==> src/rtl/rgb2ycbcr_if.sv <==
// rgb2ycbcr_if: pixel, sideband and mode signals into and out of the colour converter.
interface rgb2ycbcr_if #(parameter int COLORDEPTH = 8);
    logic [COLORDEPTH-1:0] red_i, green_i, blue_i;
    logic dv_i, hs_i, vs_i;
    logic [1:0] mode_i;
    logic [COLORDEPTH-1:0] ch0_o, ch1_o, ch2_o;
    logic dv_o, hs_o, vs_o, line_end_o;
    logic [1:0] mode_active_o;
    modport master (
        output red_i, green_i, blue_i, dv_i, hs_i, vs_i, mode_i,
        input ch0_o, ch1_o, ch2_o, dv_o, hs_o, vs_o, line_end_o, mode_active_o
    );
    modport slave (
        input red_i, green_i, blue_i, dv_i, hs_i, vs_i, mode_i,
        output ch0_o, ch1_o, ch2_o, dv_o, hs_o, vs_o, line_end_o, mode_active_o
    );
endinterface

==> src/rtl/rgb2ycbcr.sv <==
// rgb2ycbcr: 3-stage RGB to bypass/gray/YCbCr converter with per-frame mode latch.
// Stage 1 products, stage 2 rounded sums, stage 3 shift/offset/clamp/select.
module rgb2ycbcr #(
    parameter int COLORDEPTH = 8,
    parameter bit SYNC_ACTIVE_HIGH = 1
) (
    input logic clk,
    input logic rst,
    rgb2ycbcr_if.slave bus
);
    localparam int CD = COLORDEPTH;
    localparam int AW = CD + 10;
    localparam logic signed [AW-1:0] HALF = AW'(2 ** (CD - 1));
    localparam logic signed [AW-1:0] MAXV = AW'(2 ** CD - 1);
    localparam logic signed [AW-1:0] RND = AW'(128);
    logic vs_act, vs_prev, fs, dv_prev, gy;
    logic [1:0] mode_reg, mode_cur, m1, m2;
    logic [2:0] sb1, sb2;
    logic [3*CD-1:0] rgb1, rgb2;
    logic signed [AW-1:0] rs, gs, bs, sy, scb, scr, cb_full, cr_full;
    logic signed [AW-1:0] p [9];
    logic [CD-1:0] y, cb, cr, n0, n1, n2;
    assign vs_act = SYNC_ACTIVE_HIGH ? bus.vs_i : ~bus.vs_i;
    assign fs = vs_act & ~vs_prev;
    // a frame-start pixel already uses the newly requested mode
    assign mode_cur = fs ? bus.mode_i : mode_reg;
    assign rs = $signed({10'b0, bus.red_i});
    assign gs = $signed({10'b0, bus.green_i});
    assign bs = $signed({10'b0, bus.blue_i});
    assign bus.line_end_o = dv_prev & ~bus.dv_o;
    always_comb begin
        y = CD'(sy >>> 8);
        cb_full = (scb >>> 8) + HALF;
        cr_full = (scr >>> 8) + HALF;
        cb = cb_full < 0 ? '0 : cb_full > MAXV ? '1 : CD'(cb_full);
        cr = cr_full < 0 ? '0 : cr_full > MAXV ? '1 : CD'(cr_full);
        gy = (m2 == 2'd1) || (m2 == 2'd2);
        n0 = !sb2[2] ? '0 : gy ? y : rgb2[3*CD-1:2*CD];
        n1 = !sb2[2] ? '0 : m2 == 2'd2 ? cb : gy ? y : rgb2[2*CD-1:CD];
        n2 = !sb2[2] ? '0 : m2 == 2'd2 ? cr : gy ? y : rgb2[CD-1:0];
    end
    always_ff @(posedge clk) begin
        if (rst) begin
            vs_prev <= 1'b0;
            mode_reg <= 2'd0;
            m1 <= 2'd0;
            m2 <= 2'd0;
            sb1 <= '0;
            sb2 <= '0;
            rgb1 <= '0;
            rgb2 <= '0;
            for (int i = 0; i < 9; i++) p[i] <= '0;
            sy <= '0;
            scb <= '0;
            scr <= '0;
            dv_prev <= 1'b0;
            bus.ch0_o <= '0;
            bus.ch1_o <= '0;
            bus.ch2_o <= '0;
            bus.dv_o <= 1'b0;
            bus.hs_o <= 1'b0;
            bus.vs_o <= 1'b0;
            bus.mode_active_o <= 2'd0;
        end else begin
            vs_prev <= vs_act;
            mode_reg <= mode_cur;
            m1 <= mode_cur;
            sb1 <= {bus.dv_i, bus.hs_i, bus.vs_i};
            rgb1 <= {bus.red_i, bus.green_i, bus.blue_i};
            p[0] <= AW'(77) * rs;
            p[1] <= AW'(150) * gs;
            p[2] <= AW'(29) * bs;
            p[3] <= AW'(-43) * rs;
            p[4] <= AW'(-85) * gs;
            p[5] <= AW'(128) * bs;
            p[6] <= AW'(128) * rs;
            p[7] <= AW'(-107) * gs;
            p[8] <= AW'(-21) * bs;
            m2 <= m1;
            sb2 <= sb1;
            rgb2 <= rgb1;
            sy <= p[0] + p[1] + p[2] + RND;
            scb <= p[3] + p[4] + p[5] + RND;
            scr <= p[6] + p[7] + p[8] + RND;
            bus.ch0_o <= n0;
            bus.ch1_o <= n1;
            bus.ch2_o <= n2;
            {bus.dv_o, bus.hs_o, bus.vs_o} <= sb2;
            bus.mode_active_o <= m2;
            dv_prev <= bus.dv_o;
        end
    end
endmodule
==> src/flat_wrapper.sv <==
// flat-port wrapper written by rule: the top's interface ports become plain ports
module rgb2ycbcr_flat 
#(
    parameter int COLORDEPTH = 8,
    parameter bit SYNC_ACTIVE_HIGH = 1
)
  (clk, rst, bus_red_i, bus_green_i, bus_blue_i, bus_dv_i, bus_hs_i, bus_vs_i, bus_mode_i, bus_ch0_o, bus_ch1_o, bus_ch2_o, bus_dv_o, bus_hs_o, bus_vs_o, bus_line_end_o, bus_mode_active_o);
  rgb2ycbcr_if #(.COLORDEPTH(COLORDEPTH)) bus_i ();
  input logic clk;
  input logic rst;
  input wire logic [$bits(bus_i.red_i)-1:0] bus_red_i;
  input wire logic [$bits(bus_i.green_i)-1:0] bus_green_i;
  input wire logic [$bits(bus_i.blue_i)-1:0] bus_blue_i;
  input wire logic [$bits(bus_i.dv_i)-1:0] bus_dv_i;
  input wire logic [$bits(bus_i.hs_i)-1:0] bus_hs_i;
  input wire logic [$bits(bus_i.vs_i)-1:0] bus_vs_i;
  input wire logic [$bits(bus_i.mode_i)-1:0] bus_mode_i;
  output wire logic [$bits(bus_i.ch0_o)-1:0] bus_ch0_o;
  output wire logic [$bits(bus_i.ch1_o)-1:0] bus_ch1_o;
  output wire logic [$bits(bus_i.ch2_o)-1:0] bus_ch2_o;
  output wire logic [$bits(bus_i.dv_o)-1:0] bus_dv_o;
  output wire logic [$bits(bus_i.hs_o)-1:0] bus_hs_o;
  output wire logic [$bits(bus_i.vs_o)-1:0] bus_vs_o;
  output wire logic [$bits(bus_i.line_end_o)-1:0] bus_line_end_o;
  output wire logic [$bits(bus_i.mode_active_o)-1:0] bus_mode_active_o;
  assign bus_i.red_i = bus_red_i;
  assign bus_i.green_i = bus_green_i;
  assign bus_i.blue_i = bus_blue_i;
  assign bus_i.dv_i = bus_dv_i;
  assign bus_i.hs_i = bus_hs_i;
  assign bus_i.vs_i = bus_vs_i;
  assign bus_i.mode_i = bus_mode_i;
  assign bus_ch0_o = bus_i.ch0_o;
  assign bus_ch1_o = bus_i.ch1_o;
  assign bus_ch2_o = bus_i.ch2_o;
  assign bus_dv_o = bus_i.dv_o;
  assign bus_hs_o = bus_i.hs_o;
  assign bus_vs_o = bus_i.vs_o;
  assign bus_line_end_o = bus_i.line_end_o;
  assign bus_mode_active_o = bus_i.mode_active_o;
  rgb2ycbcr #(.COLORDEPTH(COLORDEPTH), .SYNC_ACTIVE_HIGH(SYNC_ACTIVE_HIGH)) u_core (.clk(clk), .rst(rst), .bus(bus_i));
endmodule
==> config.mk <==
export PLATFORM = sky130hd
export DESIGN_NAME = rgb2ycbcr_flat
export DESIGN_NICKNAME = d
export VERILOG_FILES = /design/src/rtl/rgb2ycbcr_if.sv /design/src/rtl/rgb2ycbcr.sv /design/src/flat_wrapper.sv
export SDC_FILE = /design/constraint.sdc
export NUM_CORES = 1
export LEC_CHECK = 0
export ABC_AREA = 1
export CELL_PAD_IN_SITES_DETAIL_PLACEMENT = 0
export CELL_PAD_IN_SITES_GLOBAL_PLACEMENT = 2
export CORE_ASPECT_RATIO = 0.8
export CORE_MARGIN = 3
export CORE_UTILIZATION = 30
export DETAILED_ROUTE_END_ITERATION = 6
export PLACE_DENSITY_LB_ADDON = 0.1
export SYNTH_ARGS = -nofsm -noshare
export SYNTH_HDL_FRONTEND = slang
export SYNTH_SLANG_ARGS = --single-unit
==> constraint.sdc <==
create_clock -name clk -period 5.3 [get_ports clk]
set_input_delay 1.06 -clock clk [delete_from_list [all_inputs] [get_ports clk]]
set_output_delay 1.06 -clock clk [all_outputs]
set_load 0.1 [all_outputs]
==> results of run 1 <==
==> tightest hold or removal path: cells and delay by family (launching register included) <==
| family | cells | cell delay (ns) |
|---|---|---|
| simple gates | 1 | 0.03 |
| flops | 1 | 0.29 |
| buf+inv | 1 | 0.04 |
==> power by group through the flow <==
| stage | Combinational (uW) | Clock, uW | Sequential, uW |
|---|---|---|---|
| floorplan | 3420 | 0 | 2080 |
| global placement | 4770 | 0 | 2220 |
| detailed placement | 4730 | 0 | 2220 |
| CTS | 4790 | 1810 | 2180 |
| global route | 5550 | 1850 | 2210 |
| finish | 4750 | 1730 | 2170 |
==> worst max path at each step <==
| stage | to | startpoint | slack [ns] | depth (start not counted) |
|---|---|---|---|---|
| finish | u_core.p[0][86] | bus_green_i[2] | 0.87 | 18 |
| global route | u_core.p[0][86] | bus_green_i[2] | 0.65 | 18 |
| CTS | u_core.p[0][86] | bus_green_i[2] | 0.91 | 18 |
| detailed placement | u_core.p[0][86] | bus_green_i[2] | 0.30 | 18 |
| global placement | u_core.p[0][86] | bus_green_i[2] | 0.36 | 18 |
| floorplan | u_core.p[0][87] | bus_green_i[1] | 1.19 | 17 |
==> cells in the mapped netlist, types with 7 or more instances <==
library cell	n	area share
a21o_1	8	0.0036
a21oi_1	181	0.054
a31oi_1	9	0.0033
buf_2	19	0.0056
dfxtp_1	210	0.25
fa_1	99	0.12
ha_1	360	0.27
inv_1	364	0.081
nand2_1	379	0.084
nand2_2	7	0.0026
nand3_1	71	0.021
nand4_1	11	0.0041
nor2_1	229	0.051
nor3_1	7	0.0021
o21a_1	15	0.0067
o21ai_0	84	0.025
o21bai_1	10	0.0044
==> kinds of logic (layout without fill, tap and decap cells) <==
logic type / count (synthesis) / count (layout) / share of synthesized area
AND/OR/NAND/NOR: 721 / 721 / 0.172
AO/OA/AOI/OAI: 321 / 321 / 0.103
XOR/XNOR: 5 / 5 / 0.00259
buffers and inverters: 393 / 500 / 0.0896
flip-flops: 210 / 210 / 0.249
adder cells (fa/ha/maj): 459 / 459 / 0.384
==> per-layer routing <==
layer	part of all wire	vias to the layer above	track usage
met5	0	-	0
met4	0.017	0	0.0304
met3	0.031	46	0.0203
met2	0.39	180	0.246
met1	0.56	6107	0.268
li1	-	6966	-
==> area by class of cell <==
type | instances | area, um2 | share of cell area
sequential | 210 | 4200 | 0.217
clock inverter | 11 | 130 | 0.00673
timing repair buffer | 87 | 801 | 0.0414
multi-input combinational | 1506 | 11200 | 0.578
tap | 750 | 938 | 0.0485
inverter | 367 | 1380 | 0.0713
clock buffer | 35 | 703 | 0.0364
==> through the flow <==
step	instance area (um2)	instances	hold slack (ns)	power, uW	setup WS [ns]
after floorplan	16900	2109	0.388	5500	1.19
after global placement	18500	2920	0.391	6990	0.356
after detailed placement	18500	2920	0.395	6940	0.299
after CTS	19300	2966	0.392	8780	0.914
after global routing	19300	2966	0.426	9610	0.652
final	19300	2966	0.393	8650	0.874
==> results.py, run 1 <==
metrics = {
    "detailed_routing": {
        "drc_errors": 0,
        "dr.pass1.iters": 7,
        "num_vias": 13299,
        "wl_per_cell_um": 16.7,
        "wl_um": 49600,
        "drt_iter0_drc": 644,
        "ant_nets": 0,
        "viasPerCell": 4.48,
    },
    "pwr": {
        "power.density_nw_per_um2": 447,
        "sw_frac_of_total": 0.466,
        "ir_worst_vdd_uv": 209,
        "p_sw_uw": 4030,
        "p_leak_uw": 0.0102,
        "power_frac_comb": 0.549,
        "seqPwrFrac": 0.251,
        "clkPwrFrac": 0.200,
        "p_int_uw": 4620,
    },
    "clock_network": {
        "cts_tree": "done",
        "cts_buffers": 25,
        "cts_setup_buffers": 0,
        "cts_buffer_depth": 3,
        "path_clk_slew_ns": 0.06,
        "cts_num_sinks": 210,
        "cts_hold_buf": 0,
        "root_buffer": "clkbuf_16",
        "cts_max_level": 1,
        "cts_resized": 0,
        "clock_latency_ns": 0.55,
    },
    "timing": {
        "slew_headroom": 0.341,
        "setup_violations": 0,
        "rsz0062_at_grt": "no",
        "drv_slew": 0,
        "finalHoldViolCount": 0,
        "min_period_ns": 4.43,
        "timing.final.crit_share": 0.835,
        "fin_skew_ns": 0.0177,
        "tns_ns": 0,
        "tightest_slew_ns": 0.985,
        "fmax_mhz": 226,
    },
    "setup_path": {
        "worst-path-buf-inv": 5,
        "slowest_stage": "clkdlybuf4s50_1",
        "path_max_fanout": 6,
        "timing.rr.end": "u_core.scr[13]",
        "worstSetupEndpointType": "register",
        "rrSetupSlack_ns": 2.63,
        "start_kind": "input pin",
        "crit_family": "adder cells",
        "crit_chain": "clkdlybuf4s50_1 > inv_1 > ha_1 > inv_1 > ha_1 > fa_1 > inv_1 > fa_1 > inv_1 > ha_1 > nand3_1 > nand3_1 > nand2_1 > nand3_2 > nand2_1 > nand2_1 > nand2_1 > a21oi_2",
        "reg2reg_from": "u_core.rgb1[17]",
        "cp.arrival_ns": 4.83,
        "critPathMaxStageDelay_ns": 0.64,
        "required_ns": 5.71,
        "path_class": "input pin to register",
        "ff2ff_path_depth": 11,
    },
    "worst_hold_path": {
        "holdCritStartpoint": "u_core.rgb1[15]",
        "hold_end": "u_core.rgb2[15]",
        "hold_path.class": "register to register",
        "min_path_cells": 2,
    },
    "floorplan": {
        "rows": 77,
        "initial_utilization": 0.304,
        "die_h_um": 218,
        "die_x_um": 271,
        "core_um2": 55500,
        "pin_count": 61,
        "dieArea_um2": 59200,
    },
    "synthesis": {
        "syn_area_um2": 16900,
        "synthesis.nets": 2599,
        "synth_edf_count": 0,
        "synth.distinct_cells": 36,
        "synthFlopType": "dfxtp_1",
        "async_flop_share": 0,
        "synthCells": 2109,
        "yosysSeqAreaShare": 0.249,
        "yosysWarnings": 0,
        "postSynthAreaPerCell_um2": 8.01,
        "ys_ff_latch": 210,
    },
    "grt": {
        "grt_use_total": 0.170,
        "antenna_found_initial": 1,
        "grt_pass1_wl_um": 78200,
        "grt_pass1_vias": 13301,
        "overflow": 0,
        "grt_max_degree": 49,
    },
    "placement": {
        "port_buffers": 60,
        "hpwl_um": 42200,
        "gp_congestion": 0.840,
    },
    "finish": {
        "top_regs": "u_core.p (95), u_core.rgb2 (24), u_core.rgb1 (23)",
        "layout_common_cells": "379 x nand2_1, 364 x inv_1, 360 x ha_1, 229 x nor2_1, 210 x dfxtp_1",
        "largest_register_ffs": 95,
        "fillers": 6002,
        "post-route-util": 0.348,
        "drive_above_1_share": 0.0402,
        "syn2layout_area_growth_pct": 14.4,
        "final_common_cell": "nand2_1",
        "regMostFlops": "u_core.p",
        "diodes": 0,
        "finish.net_count": 2687,
    },
    "outcome": {
        "status": "complete, no violations",
    },
    "run": {
        "drv_cap": 0,
    },
}
Note: power is estimated with default switching activity, not from simulation.
==> run 2, diff against run 1 <==
==> constraint.sdc (replaced) <==
create_clock -name clk -period 4.2 [get_ports clk]
set_input_delay 0.84 -clock clk [delete_from_list [all_inputs] [get_ports clk]]
set_output_delay 0.84 -clock clk [all_outputs]
set_load 0.1 [all_outputs]
==> run 2 against run 1 <==
  * Sequential share of layout area decreased by 1.3 points
  * First-iteration DRC count fell by 13%
  * Total power grew 37%
  * Combinational power increased by 40%
  * Global-route usage rose by 0.16 points
  * Non-clock buffer count rose by 142
  * Sequential power is 25% higher
  * Final cell count up 4.9%
  * Critical path type unchanged
  * Critical endpoint is now u_core.p[0][156]
  * Highest routed layer unchanged
==> results.py, run 2 (synthesis results as in run 1) <==
metrics = {
    "setup_path": {
        "reg2reg_from": "u_core.rgb1[17]",
        "path_class": "input pin to register",
        "worstSetupEndpointType": "register",
        "timing.rr.end": "u_core.scr[13]",
        "rrSetupSlack_ns": 1.46,
        "path_max_fanout": 3,
        "ff2ff_path_depth": 11,
        "cp.arrival_ns": 4.42,
        "required_ns": 4.63,
        "start_kind": "input pin",
    },
    "floorplan": {
        "die_h_um": 218,
        "core_um2": 55500,
        "rows": 77,
        "pin_count": 61,
        "dieArea_um2": 59200,
        "die_x_um": 271,
        "initial_utilization": 0.304,
    },
    "placement": {
        "place_area_um2": 19600,
        "gp_congestion": 0.845,
        "dp_cells": 3062,
        "port_buffers": 60,
        "hpwl_um": 42700,
    },
    "timing": {
        "whs_ns": 0.399,
        "min_period_ns": 3.98,
        "fmax_mhz": 251,
        "tightest_slew_ns": 0.990,
        "setup_violations": 0,
        "finalHoldViolCount": 0,
        "slew_headroom": 0.338,
        "drv_slew": 0,
        "rsz0062_at_grt": "no",
        "timing.final.crit_share": 0.948,
        "fin_skew_ns": 0.0172,
    },
    "clock_network": {
        "clock_latency_ns": 0.55,
        "cts_max_level": 1,
        "path_clk_slew_ns": 0.06,
        "cts_tree": "done",
        "cts_buffers": 26,
        "cts_resized": 0,
        "root_buffer": "clkbuf_16",
        "cts_hold_buf": 0,
        "cts_buffer_depth": 3,
        "cts_num_sinks": 210,
        "cts_setup_buffers": 0,
    },
    "worst_hold_path": {
        "hold_end": "u_core.rgb2[12]",
        "min_path_cells": 2,
        "hold_path.class": "register to register",
        "holdCritStartpoint": "u_core.rgb1[12]",
    },
    "detailed_routing": {
        "drt_iter0_drc": 562,
        "viasPerCell": 4.38,
        "num_vias": 13633,
        "wl_per_cell_um": 16.1,
        "drc_errors": 0,
        "wl_um": 50000,
        "dr.pass1.iters": 4,
        "ant_nets": 0,
    },
    "finish": {
        "largest_register_ffs": 95,
        "finish.net_count": 2830,
        "syn2layout_area_growth_pct": 21.6,
        "top_regs": "u_core.p (95), u_core.rgb2 (24), u_core.rgb1 (23)",
        "post-route-util": 0.370,
        "regMostFlops": "u_core.p",
        "fillers": 5923,
        "final_common_cell": "nand2_1",
        "finalNonFillerCells": 3111,
        "layout_common_cells": "379 x nand2_1, 364 x inv_1, 360 x ha_1, 229 x nor2_1, 210 x dfxtp_1",
        "drive_above_1_share": 0.102,
        "stdcell_area_um2": 20500,
    },
    "pwr": {
        "total_power_uw": 11900,
        "p_leak_uw": 0.0109,
        "ir_worst_vdd_uv": 286,
        "power.density_nw_per_um2": 577,
    },
    "grt": {
        "grt_pass1_wl_um": 79500,
        "overflow": 0,
        "grt_use_total": 0.171,
        "grt_pass1_vias": 13910,
        "antenna_found_initial": 2,
        "grt_max_degree": 71,
    },
    "run": {
        "drv_cap": 0,
    },
    "outcome": {
        "status": "complete, no violations",
    },
}
-- run 2: changes by cell type in the layout (fill, tap and decap cells not counted), sizes merged --
cell,previous run,this run
clkbuf,35,32
clkinv,4,6
diode,0,1
bufinv,2,5
buf,28,170
-- run 2: worst max-delay path by stage --
stage	from	end	slack, ns	depth (start not counted)
finish	bus_blue_i[2]	u_core.p[0][156]	0.22	16
global route	bus_green_i[2]	u_core.p[0][89]	0.02	20
CTS	bus_blue_i[2]	u_core.p[0][156]	0.24	16
detailed placement	bus_blue_i[2]	u_core.p[0][156]	-0.33	16
global placement	bus_blue_i[2]	u_core.p[0][156]	-0.36	16
floorplan	bus_green_i[1]	u_core.p[0][87]	0.31	17
-- run 2: metal layers --
layer | GRT usage | wire length [um]
met5 | 0 | 0
met4 | 0.0307 | 907
met3 | 0.0209 | 1430
met2 | 0.257 | 20200
met1 | 0.263 | 27400
-- run 2: power by group --
group / internal (uW) / leakage, uW / total, uW / switching, uW
logic: 2640 / 0.00872 / 6640 / 4000
clock network: 1550 / 0.000462 / 2490 / 942
registers: 2410 / 0.00174 / 2720 / 315
total: 6590 / 0.0109 / 11900 / 5260
-- run 2: area by class of cell --
class | instances | area (um2) | area share
diodes | 1 | 2.50 | 0.000122
clock buffers | 32 | 734 | 0.0357
inverters | 367 | 1380 | 0.0670
repair buffers | 229 | 1880 | 0.0915
flip-flops and latches | 210 | 4200 | 0.205
well taps | 750 | 938 | 0.0457
multi-input cells | 1506 | 11200 | 0.545
clock inverters | 16 | 223 | 0.0108
-- run 2: through the flow --
| stage | worst slack (ns) | TNS (ns) |
|---|---|---|
| 2_1_floorplan | 0.310 | 0 |
| 3_3_place_gp | -0.363 | -9.28 |
| 3_5_place_dp | -0.330 | -9.83 |
| 4_1_cts | 0.243 | 0 |
| 5_1_grt | 0.0203 | 0 |
| 6_report | 0.217 | 0 |
-- run 2: critical path, cell delays in order --
cell             delay, ns
clkdlybuf4s50_1       0.52
inv_1                 0.10
ha_1                  0.29
inv_1                 0.11
ha_1                  0.26
fa_1                  0.57
fa_1                  0.47
fa_1                  0.49
nand2_1               0.11
nand2_1               0.06
o21ai_1               0.17
o21ai_2               0.14
nand2_1               0.10
nand3_1               0.07
nand2_1               0.06
nor2_1                0.05
